[src/rtl/avl_wb_multi_bridge_if.sv]
// rtl/avl_wb_multi_bridge_if.sv - Avalon-MM and multi-channel Wishbone bus interfaces for the bridge
//
// avl_wb_avl_if : Avalon-MM command/response bundle.
//    master modport : CPU side (drives address/read/write/writedata/byteenable)
//    slave modport  : bridge side (drives waitrequest/readdata/readdatavalid/response)
// avl_wb_wb_if  : Wishbone classic bundle shared by N_CH peripherals.
//    master modport : bridge side (drives adr/dat/sel/we/cyc and one-hot stb)
//    slave modport  : peripheral side (drives per-channel dat_i/ack/err/irq)

interface avl_wb_avl_if #(
   parameter int AW = 8
);
   logic [AW-1:0] avl_address;
   logic          avl_read;
   logic          avl_write;
   logic [31:0]   avl_writedata;
   logic [3:0]    avl_byteenable;
   logic          avl_waitrequest;
   logic [31:0]   avl_readdata;
   logic          avl_readdatavalid;
   logic [1:0]    avl_response;

   modport master (
      output avl_address, avl_read, avl_write, avl_writedata, avl_byteenable,
      input  avl_waitrequest, avl_readdata, avl_readdatavalid, avl_response
   );

   modport slave (
      input  avl_address, avl_read, avl_write, avl_writedata, avl_byteenable,
      output avl_waitrequest, avl_readdata, avl_readdatavalid, avl_response
   );
endinterface

interface avl_wb_wb_if #(
   parameter int AW    = 8,
   parameter int CHW   = 2,
   parameter int N_CH  = 3,
   parameter int WB_DW = 8
);
   logic [AW-CHW-3:0]     wb_adr_o;
   logic [WB_DW-1:0]      wb_dat_o;
   logic [WB_DW/8-1:0]    wb_sel_o;
   logic                  wb_we_o;
   logic                  wb_cyc_o;
   logic [N_CH-1:0]       wb_stb_o;
   logic [N_CH*WB_DW-1:0] wb_dat_i;
   logic [N_CH-1:0]       wb_ack_i;
   logic [N_CH-1:0]       wb_err_i;
   logic [N_CH-1:0]       irq_i;

   modport master (
      output wb_adr_o, wb_dat_o, wb_sel_o, wb_we_o, wb_cyc_o, wb_stb_o,
      input  wb_dat_i, wb_ack_i, wb_err_i, irq_i
   );

   modport slave (
      input  wb_adr_o, wb_dat_o, wb_sel_o, wb_we_o, wb_cyc_o, wb_stb_o,
      output wb_dat_i, wb_ack_i, wb_err_i, irq_i
   );
endinterface

[src/rtl/avl_wb_multi_bridge.sv]
// rtl/avl_wb_multi_bridge.sv - Avalon-MM slave to multi-channel Wishbone classic master bridge
//
// The top CHW address bits pick one of N_CH Wishbone peripherals; each access is
// completed by the selected channel's ack (OKAY), err (SLAVEERROR), a bus timeout
// or an unmapped channel (DECODEERROR). Read data returns one cycle after completion.
//
// Ports:
//    clk_riscv  : system clock
//    rst_in     : asynchronous reset, active-low
//    avl        : Avalon-MM slave side (command in, waitrequest/readdata/response out)
//    wb         : Wishbone master side (shared adr/dat/sel/we/cyc, one-hot stb,
//                 per-channel dat_i/ack/err/irq)
//    wr_err_o   : one-cycle pulse after a write completed with error, timeout or decode error
//    irq_o      : OR of all channel interrupts

module avl_wb_multi_bridge #(
   parameter int AW      = 8,
   parameter int CHW     = 2,
   parameter int N_CH    = 3,
   parameter int WB_DW   = 8,
   parameter int TIMEOUT = 16
) (
   input  logic         clk_riscv,
   input  logic         rst_in,
   avl_wb_avl_if.slave  avl,
   avl_wb_wb_if.master  wb,
   output logic         wr_err_o,
   output logic         irq_o
);

   localparam int WAW  = AW - CHW - 2;
   localparam int SW   = WB_DW / 8;
   localparam int CNTW = (TIMEOUT > 1) ? $clog2(TIMEOUT) : 1;
   localparam logic [CNTW-1:0] CNT_LAST = CNTW'((TIMEOUT > 0) ? TIMEOUT - 1 : 0);

   localparam logic [1:0] RESP_OKAY   = 2'b00;
   localparam logic [1:0] RESP_SLVERR = 2'b10;
   localparam logic [1:0] RESP_DECERR = 2'b11;

   typedef enum logic {
      ST_IDLE = 1'b0,
      ST_BUS  = 1'b1
   } state_t;

   state_t            state_q, state_d;
   logic [CHW-1:0]    ch_q, ch_d;
   logic [WAW-1:0]    adr_q, adr_d;
   logic [WB_DW-1:0]  dat_q, dat_d;
   logic [SW-1:0]     sel_q, sel_d;
   logic              we_q, we_d;
   logic [CNTW-1:0]   cnt_q, cnt_d;
   logic              rdv_q, rdv_d;
   logic [31:0]       rdata_q, rdata_d;
   logic [1:0]        resp_q, resp_d;
   logic              wr_err_q, wr_err_d;

   // Selected-channel view of the per-channel Wishbone inputs
   logic              mapped;
   logic              ack_sel;
   logic              err_sel;
   logic [WB_DW-1:0]  dat_sel;
   logic [N_CH-1:0]   stb_sel;
   logic              timeout_hit;

   // Combinational FSM outputs
   logic              done_c;
   logic [1:0]        resp_c;
   logic              waitreq_c;
   logic              cyc_c;
   logic [N_CH-1:0]   stb_c;

   // Only part of the Avalon word reaches the Wishbone side
   logic              unused_avl;
   assign unused_avl = ^{avl.avl_address, avl.avl_writedata, avl.avl_byteenable};

   assign mapped      = ({1'b0, ch_q} < (CHW + 1)'(N_CH));
   assign timeout_hit = (TIMEOUT != 0) && (cnt_q == CNT_LAST);

   // Loop-based mux avoids indexing past the implemented channels when ch_q is unmapped
   always_comb begin
      ack_sel = 1'b0;
      err_sel = 1'b0;
      dat_sel = '0;
      stb_sel = '0;
      for (int k = 0; k < N_CH; k++) begin
         if (ch_q == CHW'(k)) begin
            ack_sel    = wb.wb_ack_i[k];
            err_sel    = wb.wb_err_i[k];
            dat_sel    = wb.wb_dat_i[k*WB_DW +: WB_DW];
            stb_sel[k] = 1'b1;
         end
      end
   end

   always_ff @(posedge clk_riscv or negedge rst_in) begin
      if (!rst_in) begin
         state_q  <= ST_IDLE;
         ch_q     <= '0;
         adr_q    <= '0;
         dat_q    <= '0;
         sel_q    <= '0;
         we_q     <= 1'b0;
         cnt_q    <= '0;
         rdv_q    <= 1'b0;
         rdata_q  <= '0;
         resp_q   <= RESP_OKAY;
         wr_err_q <= 1'b0;
      end else begin
         state_q  <= state_d;
         ch_q     <= ch_d;
         adr_q    <= adr_d;
         dat_q    <= dat_d;
         sel_q    <= sel_d;
         we_q     <= we_d;
         cnt_q    <= cnt_d;
         rdv_q    <= rdv_d;
         rdata_q  <= rdata_d;
         resp_q   <= resp_d;
         wr_err_q <= wr_err_d;
      end
   end

   always_comb begin
      state_d   = state_q;
      ch_d      = ch_q;
      adr_d     = adr_q;
      dat_d     = dat_q;
      sel_d     = sel_q;
      we_d      = we_q;
      cnt_d     = cnt_q;
      rdv_d     = 1'b0;
      rdata_d   = '0;
      resp_d    = RESP_OKAY;
      wr_err_d  = 1'b0;
      done_c    = 1'b0;
      resp_c    = RESP_OKAY;
      waitreq_c = 1'b1;
      cyc_c     = 1'b0;
      stb_c     = '0;

      case (state_q)
         ST_IDLE: begin
            if (avl.avl_read || avl.avl_write) begin
               ch_d    = avl.avl_address[AW-1 -: CHW];
               adr_d   = avl.avl_address[AW-CHW-1:2];
               dat_d   = avl.avl_writedata[WB_DW-1:0];
               sel_d   = avl.avl_byteenable[SW-1:0];
               we_d    = avl.avl_write;
               cnt_d   = '0;
               state_d = ST_BUS;
            end
         end

         ST_BUS: begin
            if (!mapped) begin
               done_c = 1'b1;
               resp_c = RESP_DECERR;
            end else begin
               cyc_c = 1'b1;
               stb_c = stb_sel;
               if (err_sel) begin
                  done_c = 1'b1;
                  resp_c = RESP_SLVERR;
               end else if (ack_sel) begin
                  done_c = 1'b1;
                  resp_c = RESP_OKAY;
               end else if (timeout_hit) begin
                  done_c = 1'b1;
                  resp_c = RESP_DECERR;
               end
               // Saturating count of BUS cycles; frozen at zero when timeout is disabled
               if (!done_c && (TIMEOUT != 0) && (cnt_q != CNT_LAST)) begin
                  cnt_d = cnt_q + 1'b1;
               end
            end

            if (done_c) begin
               waitreq_c = 1'b0;
               state_d   = ST_IDLE;
               if (!we_q) begin
                  rdv_d   = 1'b1;
                  resp_d  = resp_c;
                  rdata_d = (resp_c == RESP_OKAY) ? 32'(dat_sel) : 32'd0;
               end else begin
                  wr_err_d = (resp_c != RESP_OKAY);
               end
            end
         end

         default: state_d = ST_IDLE;
      endcase
   end

   assign avl.avl_waitrequest   = waitreq_c;
   assign avl.avl_readdata      = rdata_q;
   assign avl.avl_readdatavalid = rdv_q;
   assign avl.avl_response      = resp_q;

   assign wb.wb_adr_o = adr_q;
   assign wb.wb_dat_o = dat_q;
   assign wb.wb_sel_o = sel_q;
   assign wb.wb_we_o  = we_q;
   assign wb.wb_cyc_o = cyc_c;
   assign wb.wb_stb_o = stb_c;

   assign wr_err_o = wr_err_q;
   assign irq_o    = |wb.irq_i;

endmodule

[src/flat_wrapper.sv]
// flat-port wrapper written by rule: the top's interface ports become plain ports
module avl_wb_multi_bridge_flat 
#(
   parameter int AW      = 8,
   parameter int CHW     = 2,
   parameter int N_CH    = 3,
   parameter int WB_DW   = 8,
   parameter int TIMEOUT = 16
)
  (clk_riscv, rst_in, wr_err_o, irq_o, avl_avl_address, avl_avl_read, avl_avl_write, avl_avl_writedata, avl_avl_byteenable, avl_avl_waitrequest, avl_avl_readdata, avl_avl_readdatavalid, avl_avl_response, wb_wb_adr_o, wb_wb_dat_o, wb_wb_sel_o, wb_wb_we_o, wb_wb_cyc_o, wb_wb_stb_o, wb_wb_dat_i, wb_wb_ack_i, wb_wb_err_i, wb_irq_i);
  avl_wb_avl_if #(.AW(AW)) avl_i ();
  avl_wb_wb_if #(.AW(AW), .CHW(CHW), .N_CH(N_CH), .WB_DW(WB_DW)) wb_i ();
  input  logic clk_riscv;
  input  logic rst_in;
  output logic wr_err_o;
  output logic irq_o;
  input wire logic [$bits(avl_i.avl_address)-1:0] avl_avl_address;
  input wire logic [$bits(avl_i.avl_read)-1:0] avl_avl_read;
  input wire logic [$bits(avl_i.avl_write)-1:0] avl_avl_write;
  input wire logic [$bits(avl_i.avl_writedata)-1:0] avl_avl_writedata;
  input wire logic [$bits(avl_i.avl_byteenable)-1:0] avl_avl_byteenable;
  output wire logic [$bits(avl_i.avl_waitrequest)-1:0] avl_avl_waitrequest;
  output wire logic [$bits(avl_i.avl_readdata)-1:0] avl_avl_readdata;
  output wire logic [$bits(avl_i.avl_readdatavalid)-1:0] avl_avl_readdatavalid;
  output wire logic [$bits(avl_i.avl_response)-1:0] avl_avl_response;
  output wire logic [$bits(wb_i.wb_adr_o)-1:0] wb_wb_adr_o;
  output wire logic [$bits(wb_i.wb_dat_o)-1:0] wb_wb_dat_o;
  output wire logic [$bits(wb_i.wb_sel_o)-1:0] wb_wb_sel_o;
  output wire logic [$bits(wb_i.wb_we_o)-1:0] wb_wb_we_o;
  output wire logic [$bits(wb_i.wb_cyc_o)-1:0] wb_wb_cyc_o;
  output wire logic [$bits(wb_i.wb_stb_o)-1:0] wb_wb_stb_o;
  input wire logic [$bits(wb_i.wb_dat_i)-1:0] wb_wb_dat_i;
  input wire logic [$bits(wb_i.wb_ack_i)-1:0] wb_wb_ack_i;
  input wire logic [$bits(wb_i.wb_err_i)-1:0] wb_wb_err_i;
  input wire logic [$bits(wb_i.irq_i)-1:0] wb_irq_i;
  assign avl_i.avl_address = avl_avl_address;
  assign avl_i.avl_read = avl_avl_read;
  assign avl_i.avl_write = avl_avl_write;
  assign avl_i.avl_writedata = avl_avl_writedata;
  assign avl_i.avl_byteenable = avl_avl_byteenable;
  assign avl_avl_waitrequest = avl_i.avl_waitrequest;
  assign avl_avl_readdata = avl_i.avl_readdata;
  assign avl_avl_readdatavalid = avl_i.avl_readdatavalid;
  assign avl_avl_response = avl_i.avl_response;
  assign wb_wb_adr_o = wb_i.wb_adr_o;
  assign wb_wb_dat_o = wb_i.wb_dat_o;
  assign wb_wb_sel_o = wb_i.wb_sel_o;
  assign wb_wb_we_o = wb_i.wb_we_o;
  assign wb_wb_cyc_o = wb_i.wb_cyc_o;
  assign wb_wb_stb_o = wb_i.wb_stb_o;
  assign wb_i.wb_dat_i = wb_wb_dat_i;
  assign wb_i.wb_ack_i = wb_wb_ack_i;
  assign wb_i.wb_err_i = wb_wb_err_i;
  assign wb_i.irq_i = wb_irq_i;
  avl_wb_multi_bridge #(.AW(AW), .CHW(CHW), .N_CH(N_CH), .WB_DW(WB_DW), .TIMEOUT(TIMEOUT)) u_core (.clk_riscv(clk_riscv), .rst_in(rst_in), .avl(avl_i), .wb(wb_i), .wr_err_o(wr_err_o), .irq_o(irq_o));
endmodule
[config.mk]
export PLATFORM = sky130hd
export DESIGN_NAME = avl_wb_multi_bridge_flat
export DESIGN_NICKNAME = d
export VERILOG_FILES = /design/src/rtl/avl_wb_multi_bridge_if.sv /design/src/rtl/avl_wb_multi_bridge.sv /design/src/flat_wrapper.sv
export SDC_FILE = /design/constraint.sdc
export NUM_CORES = 1
export LEC_CHECK = 0
export ABC_AREA = 1
export BUFFER_PORTS_ARGS = -buffer_cell sky130_fd_sc_hd__clkbuf_2
export CAP_MARGIN = 20
export CELL_PAD_IN_SITES_DETAIL_PLACEMENT = 0
export CELL_PAD_IN_SITES_GLOBAL_PLACEMENT = 1
export CORE_ASPECT_RATIO = 1.75
export CORE_MARGIN = 2
export CORE_UTILIZATION = 25
export CTS_BUF_LIST = sky130_fd_sc_hd__clkbuf_4 sky130_fd_sc_hd__clkbuf_8
export DETAILED_ROUTE_END_ITERATION = 10
export PLACE_DENSITY = 0.77
export SETUP_SLACK_MARGIN = 0.05
export SLEW_MARGIN = 15
export SYNTH_ARGS = -nofsm -noshare
export SYNTH_HDL_FRONTEND = slang
export SYNTH_SLANG_ARGS = --single-unit
[constraint.sdc]
create_clock -name clk_riscv -period 1.4 [get_ports clk_riscv]
set_input_delay 0.21 -clock clk_riscv [delete_from_list [all_inputs] [get_ports clk_riscv]]
set_output_delay 0.21 -clock clk_riscv [all_outputs]
set_load 0.03 [all_outputs]
== Yosys cells after proc, flatten, opt, wreduce, memory -nomap -nowiden ==
Index checks and enable logic that the tools add are counted.

* Register bits after elaboration: 57
* Latch bits: 0
* Memory bits (writable): 0
* Bits in read-only memories: 0
* Bits of input ports: 81
* Output and inout bits: 56
* Word-level logic and storage cells: 79
* Memories: 0

* $add $sub $neg: 1
* $mul: 0
* Divide/modulo/power cells: 0
* Order comparisons: 1
* Eq/ne operators: 7
* Shift operators: 0
* Multiplexer cells: 49
* Bitwise operators: 1
* Reduce and logical (&&, ||, !) cells: 9

{| class="wikitable"
|+ Operators by type and width
! operator !! number
|-
| 2-to-1 mux 32 bit || 3
|-
| 2-to-1 mux 8 bit || 4
|-
| 2-to-1 mux 1 bit || 27
|-
| 2-to-1 mux 2 bit || 8
|-
| 2-to-1 mux 4 bit || 3
|-
| one-hot mux 4 bit (2 select lines) || 1
|-
| 2-to-1 mux 3 bit || 2
|-
| adder 4 x 1 -> 4 bit, second input constant || 1
|-
| == test 4 bit, second input constant || 1
|-
| logical NOT 2 bit || 2
|-
| != test 2 bit, second input constant || 2
|-
| != test 4 bit, second input constant || 1
|-
| AND reduction 3 bit || 1
|-
| OR reduction 3 bit || 1
|-
| == test 2 x 1 -> 1 bit, second input constant || 1
|-
| == test 2 bit, second input constant || 1
|-
| less-than comparator 2 bit, second input constant || 1
|-
| != test 2 x 1 -> 1 bit, second input constant || 1
|-
| one-hot mux 1 bit (2 select lines) || 1
|-
| AND reduction 2 bit || 1
|-
| nonzero test 2 bit || 1
|-
| logical AND 1 bit || 1
|-
| logical NOT 1 bit || 1
|-
| logical OR 1 bit || 1
|-
| NOT 1 bit || 1
|}

== Logic depth before layout (Yosys ltp) ==
Gate-level depths: netlist (run 1).

* Depth in word-level cells: 13
* Mapped depth: 9
* Depth with buffers taken out: 8

== Worst setup path before layout (run 1) ==
OpenSTA, ideal clock, no wires.

* Kind: register to output
* Start point: reg u_core.state_q
* End point: out wb_wb_stb_o[1]
* Arrival time: 1,275 ps
* Slack: -85 ps
* Stages on the path, launching flop included: 4
* Path buffers: 1
* Cell sequence: dfrtp_1 buf_2 inv_1 nor3_1

* Word-level cells in the longest chain between the ends: 1

{| class="wikitable"
|+ RTL lines
! element !! RTL line !! RTL
|-
| start, declared || avl_wb_multi_bridge.sv:45 || <nowiki>state_t state_q, state_d;</nowiki>
|-
| start signal, assigned || avl_wb_multi_bridge.sv:109 || <nowiki>state_q <= state_d;</nowiki>
|-
| 2-to-1 mux 3 bit || avl_wb_multi_bridge.sv:141 || <nowiki>case (state_q)</nowiki>
|-
| end, declared || flat_wrapper.sv:31 || <nowiki>output wire logic [$bits(wb_i.wb_stb_o)-1:0] wb_wb_stb_o;</nowiki>
|}

No other way between the ends.

== Final worst setup path (run 1) ==
* Start point: reg u_core.ch_q[1]
* End point: out avl_avl_waitrequest

* Word-level cells in the longest chain between the ends: 12
* Elaborated cells between the ends (all ways): 18
* Classes of those cells: order compare: 1; eq/ne: 2; mux: 14; reduce/logical: 1

{| class="wikitable"
|+ RTL lines
! element !! RTL line !! RTL
|-
| start, declared || avl_wb_multi_bridge.sv:46 || <nowiki>logic [CHW-1:0] ch_q, ch_d;</nowiki>
|-
| start signal, assigned || avl_wb_multi_bridge.sv:110 || <nowiki>ch_q <= ch_d;</nowiki>
|-
| logical NOT 2 bit || avl_wb_multi_bridge.sv:86 || <nowiki>if (ch_q == CHW'(k)) begin</nowiki>
|-
| 2-to-1 mux 1 bit (3 in series) || avl_wb_multi_bridge.sv:86 ||
|-
| 2-to-1 mux 1 bit || avl_wb_multi_bridge.sv:164 || <nowiki>end else if (ack_sel) begin</nowiki>
|-
| 2-to-1 mux 1 bit || avl_wb_multi_bridge.sv:161 || <nowiki>if (err_sel) begin</nowiki>
|-
| 2-to-1 mux 1 bit || avl_wb_multi_bridge.sv:155 || <nowiki>if (!mapped) begin</nowiki>
|-
| 2-to-1 mux 1 bit || avl_wb_multi_bridge.sv:141 ||
|-
| 2-to-1 mux 1 bit (*) || avl_wb_multi_bridge.sv:155 ||
|-
| 2-to-1 mux 1 bit (*) || avl_wb_multi_bridge.sv:141 ||
|-
| 2-to-1 mux 1 bit (*) || avl_wb_multi_bridge.sv:177 || <nowiki>if (done_c) begin</nowiki>
|-
| 2-to-1 mux 1 bit (*) || avl_wb_multi_bridge.sv:141 ||
|-
| end, declared || flat_wrapper.sv:22 || <nowiki>output wire logic [$bits(avl_i.avl_waitrequest)-1:0] avl_avl_waitrequest;</nowiki>
|}

Mark *: on every way between the ends. The rest lies on a longest branch, timed or not. The select of a mux whose other input is x is not followed.

==> flow_summary.toml, run 1 <==
[floorplanning]
rows = 41
ios = 137
dieArea_mm2 = 0.00815
die_y_um = 118
initial_core_util = 0.258
chipWidth_um = 69.1
core_mm2 = 0.00718

[global_route]
grt_max_degree = 34
globalRouteMet3Util = 0.0171
grt_usage = 0.121
grtUsageMet1 = 0.122
grt_pass1_wl_um = 7870
grt_busiest_layer = "met2"
antenna_found_initial = 0
grt_use_met2 = 0.230
gr-total-overflow = 0
grt_pass1_vias = 1733

[synthesis]
seq_area_frac_synth = 0.445
syn_area_mm2 = 0.00185
async_flop_share = 1.00
ys_ff_latch = 33
yosysUniqueCellTypes = 26
avgSynthCellArea_um2 = 8.32
synth_compound_area_frac = 0.0128
ys.flop_type = "dfrtp_1"
synth_common_cells = "nand2_1, dfrtp_1, buf_4"
synth-edff-count = 0
synth_mux_area_frac = 0
yosys.area_share.simple = 0.374
synth_top_family_by_area = "simple AND/OR/NAND/NOR gates"
synth_fa_ha_area_frac = 0.00675
synthCells = 223
yosysWarnings = 0
synth_xor_area_frac = 0.00945
synthTopCellsByArea = "dfrtp_1, nand2_1, buf_4, nand3_1, nor2_2"
synth_most_common_cell = "nand2_1"
synth_top_cell_area_share = 0.445
synth_top_area_cell = "dfrtp_1"

[clock_tree]
clkTransAtPathRegs_ns = 0.07
clockBufferDepth = 2
root_buffer = "clkbuf_8"
clkSinkCount = 33
cts_tree = "done"
worstSkewPairLatency_ns = 0.29
cts_buffers = 5
htreeDepth = 2

[setup_path]
worstSetupEndpointType = "output port"
timing.rr.start = "u_core.ch_q[1]$_DFFE_PN0P_"
critical_path_class = "reg -> out"
ff2ff_path_depth = 10
cp.required_ns = 1.19
critPathMaxFanout = 6
r2r_end = "u_core.avl.avl_response[0]$_DFF_PN0_"
startpoint = "u_core.ch_q[1]$_DFFE_PN0P_"
startpoint_type = "flip-flop"
crit_path_end = "avl_avl_waitrequest"
cp.arrival_ns = 1.51
r2r_slack_ns = -0.26

[timing]
setup_violations = 22
maxClockFrequency_mhz = 580
whs_ns = 0.118
final-hold-violation-count = 0
setup_ws_ns = -0.324
finalCriticalPeriod_ns = 1.72
skew_ns = 0.00779
slew_violations = 0
rsz0062_at_grt = "true"
post-route-period-util = 1.23

[min_path]
hold_depth = 3
hp-class = "in -> reg"

[power]
p_sw_frac = 0.458
pwr-share-comb = 0.633
p_per_area_mw_per_mm2 = 2380
ir_drop_v = 0.00113
intPower_mw = 3.65
p_leak_nw = 1.59
power.share.clock = 0.140
seqPwrFrac = 0.227
switchingPower_mw = 3.08

[placement]
dp.cells = 408
placed_area_mm2 = 0.00245
gp_congestion = 0.712
dpl.hpwl_um = 3760
port_buffers = 83

[drt]
drc = 0
dr.pass1.iters = 4
routed_wl_um = 4820
vias_per_cell = 4.10
ant_nets = 0
wl_per_cell_um = 11.2
dr_total_vias = 1764
initialDrtViolationCount = 30

[flow_run]
maxCapViolCount = 0

[cells_and_area]
synthToLayoutAreaGrowth_pct = 52.3
finalNonFillerCells = 430
fin_nets = 425
nFillCells = 775
drive_above_1_share = 0.494
insertedDiodeCount = 0
design_area_mm2 = 0.00282

[status]
violations = "negative setup slack"
status = "finished, violations left"
[cell families (layout without fill, tap and decap cells)]
kind of cell	after synthesis	count (layout)
fa+ha+maj	1	1
simple gates	139	139
other cells	1	24
flops	33	33
compound gates	4	4
buf+inv	43	141
xor+xnor	2	2
[how the worst min path moves through the flow]
stage | from | endpoint | slack [ns]
after global routing | avl_avl_writedata[1] | u_core.wb.wb_dat_o[1]$_DFFE_PN0P_ | 0.12
after floorplan | rst_in | u_core.avl.avl_readdata[0]$_DFF_PN0_ | -0.09
after CTS | avl_avl_address[4] | u_core.wb.wb_adr_o[2]$_DFFE_PN0P_ | 0.11
final | avl_avl_writedata[1] | u_core.wb.wb_dat_o[1]$_DFFE_PN0P_ | 0.12
after detailed placement | rst_in | u_core.wb.wb_adr_o[0]$_DFFE_PN0P_ | 0.27
after global placement | rst_in | u_core.wb.wb_dat_o[7]$_DFFE_PN0P_ | 0.26
[layout make-up]
class | count | area, µm² | share of cell area
clock buffers | 7 | 90.1 | 0.0319
clock inverters | 1 | 30.0 | 0.0106
inverters | 13 | 48.8 | 0.0173
multi-input cells | 170 | 933 | 0.331
flip-flops and latches | 33 | 828 | 0.293
well taps | 86 | 108 | 0.0381
repair buffers | 120 | 786 | 0.278
[power by group through the flow]
stage / Sequential [mW] / Clock, mW / Combinational [mW]
after floorplan: 2.04 / 0 / 1.84
after global placement: 1.52 / 0 / 3.52
after detailed placement: 1.54 / 0 / 3.57
after CTS: 1.53 / 0.975 / 4.03
after global routing: 1.57 / 1.01 / 4.61
final: 1.53 / 0.940 / 4.26
[per-layer routing]
layer,routed length (µm),vias to the layer above
met1,1730,785
met3,318,9
met2,2620,82
met4,150,0
li1,-,888
met5,0,-
[metrics by stage]
stage	util	worst slack (ns)	total power, mW	setup TNS [ns]
after floorplan	-	-0.0853	3.88	-0.218
after detailed placement	0.341	-0.140	5.11	-1.73
after global placement	0.341	-0.107	5.03	-1.28
after global routing	0.393	-0.381	7.20	-5.57
final	0.393	-0.324	6.72	-4.21
after CTS	0.380	-0.321	6.54	-3.11
[worst max-delay path: stages (launching register included)]
cell and delay (ns):
dfrtp_2 0.47, buf_12 0.15, nor2_8 0.13, nand2_4 0.08, nand3_4 0.07, nor2_4 0.04, nand2_2 0.08, nand2_2 0.07
buf_8 0.13
[flip-flops by register name, summed over array words and instances (netlist names), 2 cells and up]
name	cells
u_core.avl.avl_readdata	8
u_core.wb.wb_dat_o	8
u_core.cnt_q	4
u_core.wb.wb_adr_o	4
u_core.avl.avl_response	2
u_core.ch_q	2
[timing repair]
action,in CTS,in global routing
resized for setup,22,12
setup endpoints to repair,22,22
hold buffers,1,0
pin swaps,5,6
endpoints found under the hold margin,33,0
buffers inserted,9,5
[placed cells by master (no fill, tap or decap), types with 3 or more instances in the layout]
cell / netlist / layout
nand2_1: 83 / 81
clkbuf_2: 0 / 78
buf_4: 24 / 31
dfrtp_1: 33 / 31
conb_1: 1 / 24
nand3_1: 19 / 15
nor2_2: 10 / 10
clkbuf_8: 0 / 10
inv_1: 8 / 7
inv_2: 4 / 6
nor2_1: 6 / 5
nand3_2: 3 / 4
nand3_4: 1 / 4
nor3_4: 0 / 3
nor2_4: 2 / 3
nand2_2: 1 / 3
o21ai_0: 3 / 3
nand4_1: 3 / 3
buf_12: 0 / 3
No activity file was read; power rests on OpenSTA's default activity.
==> run 2: changes to the inputs <==
==> constraint.sdc (replaced) <==
create_clock -name clk_riscv -period 1.4 [get_ports clk_riscv]
set_input_delay 0.21 -clock clk_riscv [delete_from_list [all_inputs] [get_ports clk_riscv]]
set_output_delay 0.21 -clock clk_riscv [all_outputs]
set_load 0.01 [all_outputs]
==> flow_summary.toml, run 2 (synthesis gave the netlist of run 1 again) <==
[timing]
setup_violations = 19
setup_ws_ns = -0.275
post-route-period-util = 1.20
skew_ns = 0.00373
maxClockFrequency_mhz = 597
rsz0062_at_grt = "true"
slew_violations = 0
finalCriticalPeriod_ns = 1.68
final-hold-violation-count = 0
whs_ns = 0.118

[min_path]
hold_depth = 3
hp-class = "in -> reg"

[drt]
drc = 0
vias_per_cell = 4.15
initialDrtViolationCount = 28
dr_total_vias = 1776
dr.pass1.iters = 4
highest_layer = "met4"
drt-met1-wl_um = 1630
ant_nets = 0
routed_wl_um = 4860
wl_per_cell_um = 11.4
dr_wl_met3_um = 333
met2WireLength_um = 2800

[power]
p_per_area_mw_per_mm2 = 2130
power.share.clock = 0.118
switchingPower_mw = 2.58
seqPwrFrac = 0.257
p_sw_frac = 0.434
intPower_mw = 3.36
pwr-share-comb = 0.625
p_leak_nw = 1.56
ir_drop_v = 0.000834

[setup_path]
cp.required_ns = 1.19
critical_path_class = "reg -> out"
cp.arrival_ns = 1.47
worstSetupEndpointType = "output port"
ff2ff_path_depth = 12
crit_chain = "buf_12 > nor2_8 > nand2_4 > nand3_4 > nor2_4 > nand2_2 > nand2_1 > clkbuf_2"
max_stage_delay_ns = 0.46
startpoint_type = "flip-flop"
critPathMaxFanout = 5
crit_slowest_cell = "dfrtp_2"

[global_route]
grt_pass1_wl_um = 8250
grt_pass1_vias = 1823
grt_usage = 0.126
gr-total-overflow = 0
antenna_found_initial = 0
grt_max_degree = 34

[placement]
pre_cts_ws_ns = -0.0940
port_buffers = 83
dpl.hpwl_um = 3700
gp_congestion = 0.725

[floorplanning]
chipWidth_um = 69.1
ios = 137
die_y_um = 118
dieArea_mm2 = 0.00815
rows = 41
initial_core_util = 0.258
core_mm2 = 0.00718

[status]
violations = "negative setup slack"
status = "finished, violations left"

[cells_and_area]
final_core_util = 0.389
synthToLayoutAreaGrowth_pct = 50.5
drive_above_1_share = 0.500
mostFrequentLayoutCells = "nand2_1, clkbuf_2, dfrtp_1"
insertedDiodeCount = 0
nFillCells = 757
fin_nets = 423

[clock_tree]
root_buffer = "clkbuf_8"
worstSkewPairLatency_ns = 0.29
cts_buffers = 5
clkTransAtPathRegs_ns = 0.07
clockBufferDepth = 2
cts_tree = "done"
clkSinkCount = 33
htreeDepth = 2

[flow_run]
maxCapViolCount = 0
## run 2: routing by layer
| layer | vias up | GRT usage |
|---|---|---|
| met5 | - | 0 |
| met4 | 0 | 0.0551 |
| met3 | 6 | 0.0274 |
| met2 | 80 | 0.249 |
| met1 | 809 | 0.120 |
| li1 | 881 | - |
## run 2: through the flow
step	TNS (ns)	std cells	total power, mW	cell area [µm²]
after detailed placement	-0.872	405	4.43	2430
after CTS	-3.25	424	5.78	2710
after global routing	-4.94	428	6.45	2790
final	-3.33	428	5.94	2790
after global placement	-0.737	405	4.37	2430
after floorplan	0	246	3.27	1950
## run 2: layout make-up
cell class                      instances  area, µm²  area share
Clock buffer                            5       68.8      0.0247
Tap cell                               86        108      0.0386
Clock inverter                          3       17.5     0.00628
Multi-Input combinational cell        171        973       0.349
Inverter                               13       48.8      0.0175
Sequential cell                        33        828       0.297
Timing Repair Buffer                  117        746       0.267
## run 2: repair_timing
action / CTS / global route
gates resized for setup: 21 / 17
hold buffers: 1 / 0
endpoints found under the setup margin: 21 / 22
setup buffers: 8 / 4
endpoints found under the hold margin: 33 / 0
pin swaps: 6 / 0
gates cloned: 2 / 0
## run 2: final timing paths
kind	start	endpoint	slack [ns]
setup / recovery	u_core.ch_q[0]$_DFFE_PN0P_	avl_avl_waitrequest	-0.28
hold / removal	avl_avl_address[2]	u_core.wb.wb_adr_o[0]$_DFFE_PN0P_	0.12
setup reg to reg	u_core.ch_q[0]$_DFFE_PN0P_	u_core.avl.avl_readdatavalid$_DFF_PN0_	-0.26
hold reg to reg	u_core.wb.wb_dat_o[1]$_DFFE_PN0P_	u_core.wb.wb_dat_o[1]$_DFFE_PN0P_	0.47
max in group asynchronous	rst_in	u_core.ch_q[0]$_DFFE_PN0P_	0.61
min in group asynchronous	rst_in	u_core.cnt_q[0]$_DFFE_PN0P_	0.47
## run 2: critical path: cells and delay by family (launching register included)
kind                   cells  cell delay [ns]
buffers and inverters      2             0.28
flip-flops                 1             0.46
AND/OR/NAND/NOR            6             0.42
## run 2: power by group through the flow
stage | sequential, mW | clock, mW | combinational, mW
2_1_floorplan | 1.61 | 0 | 1.66
3_3_place_gp | 1.52 | 0 | 2.84
3_5_place_dp | 1.54 | 0 | 2.89
4_1_cts | 1.54 | 0.741 | 3.50
5_1_grt | 1.59 | 0.781 | 4.09
6_report | 1.53 | 0.703 | 3.71
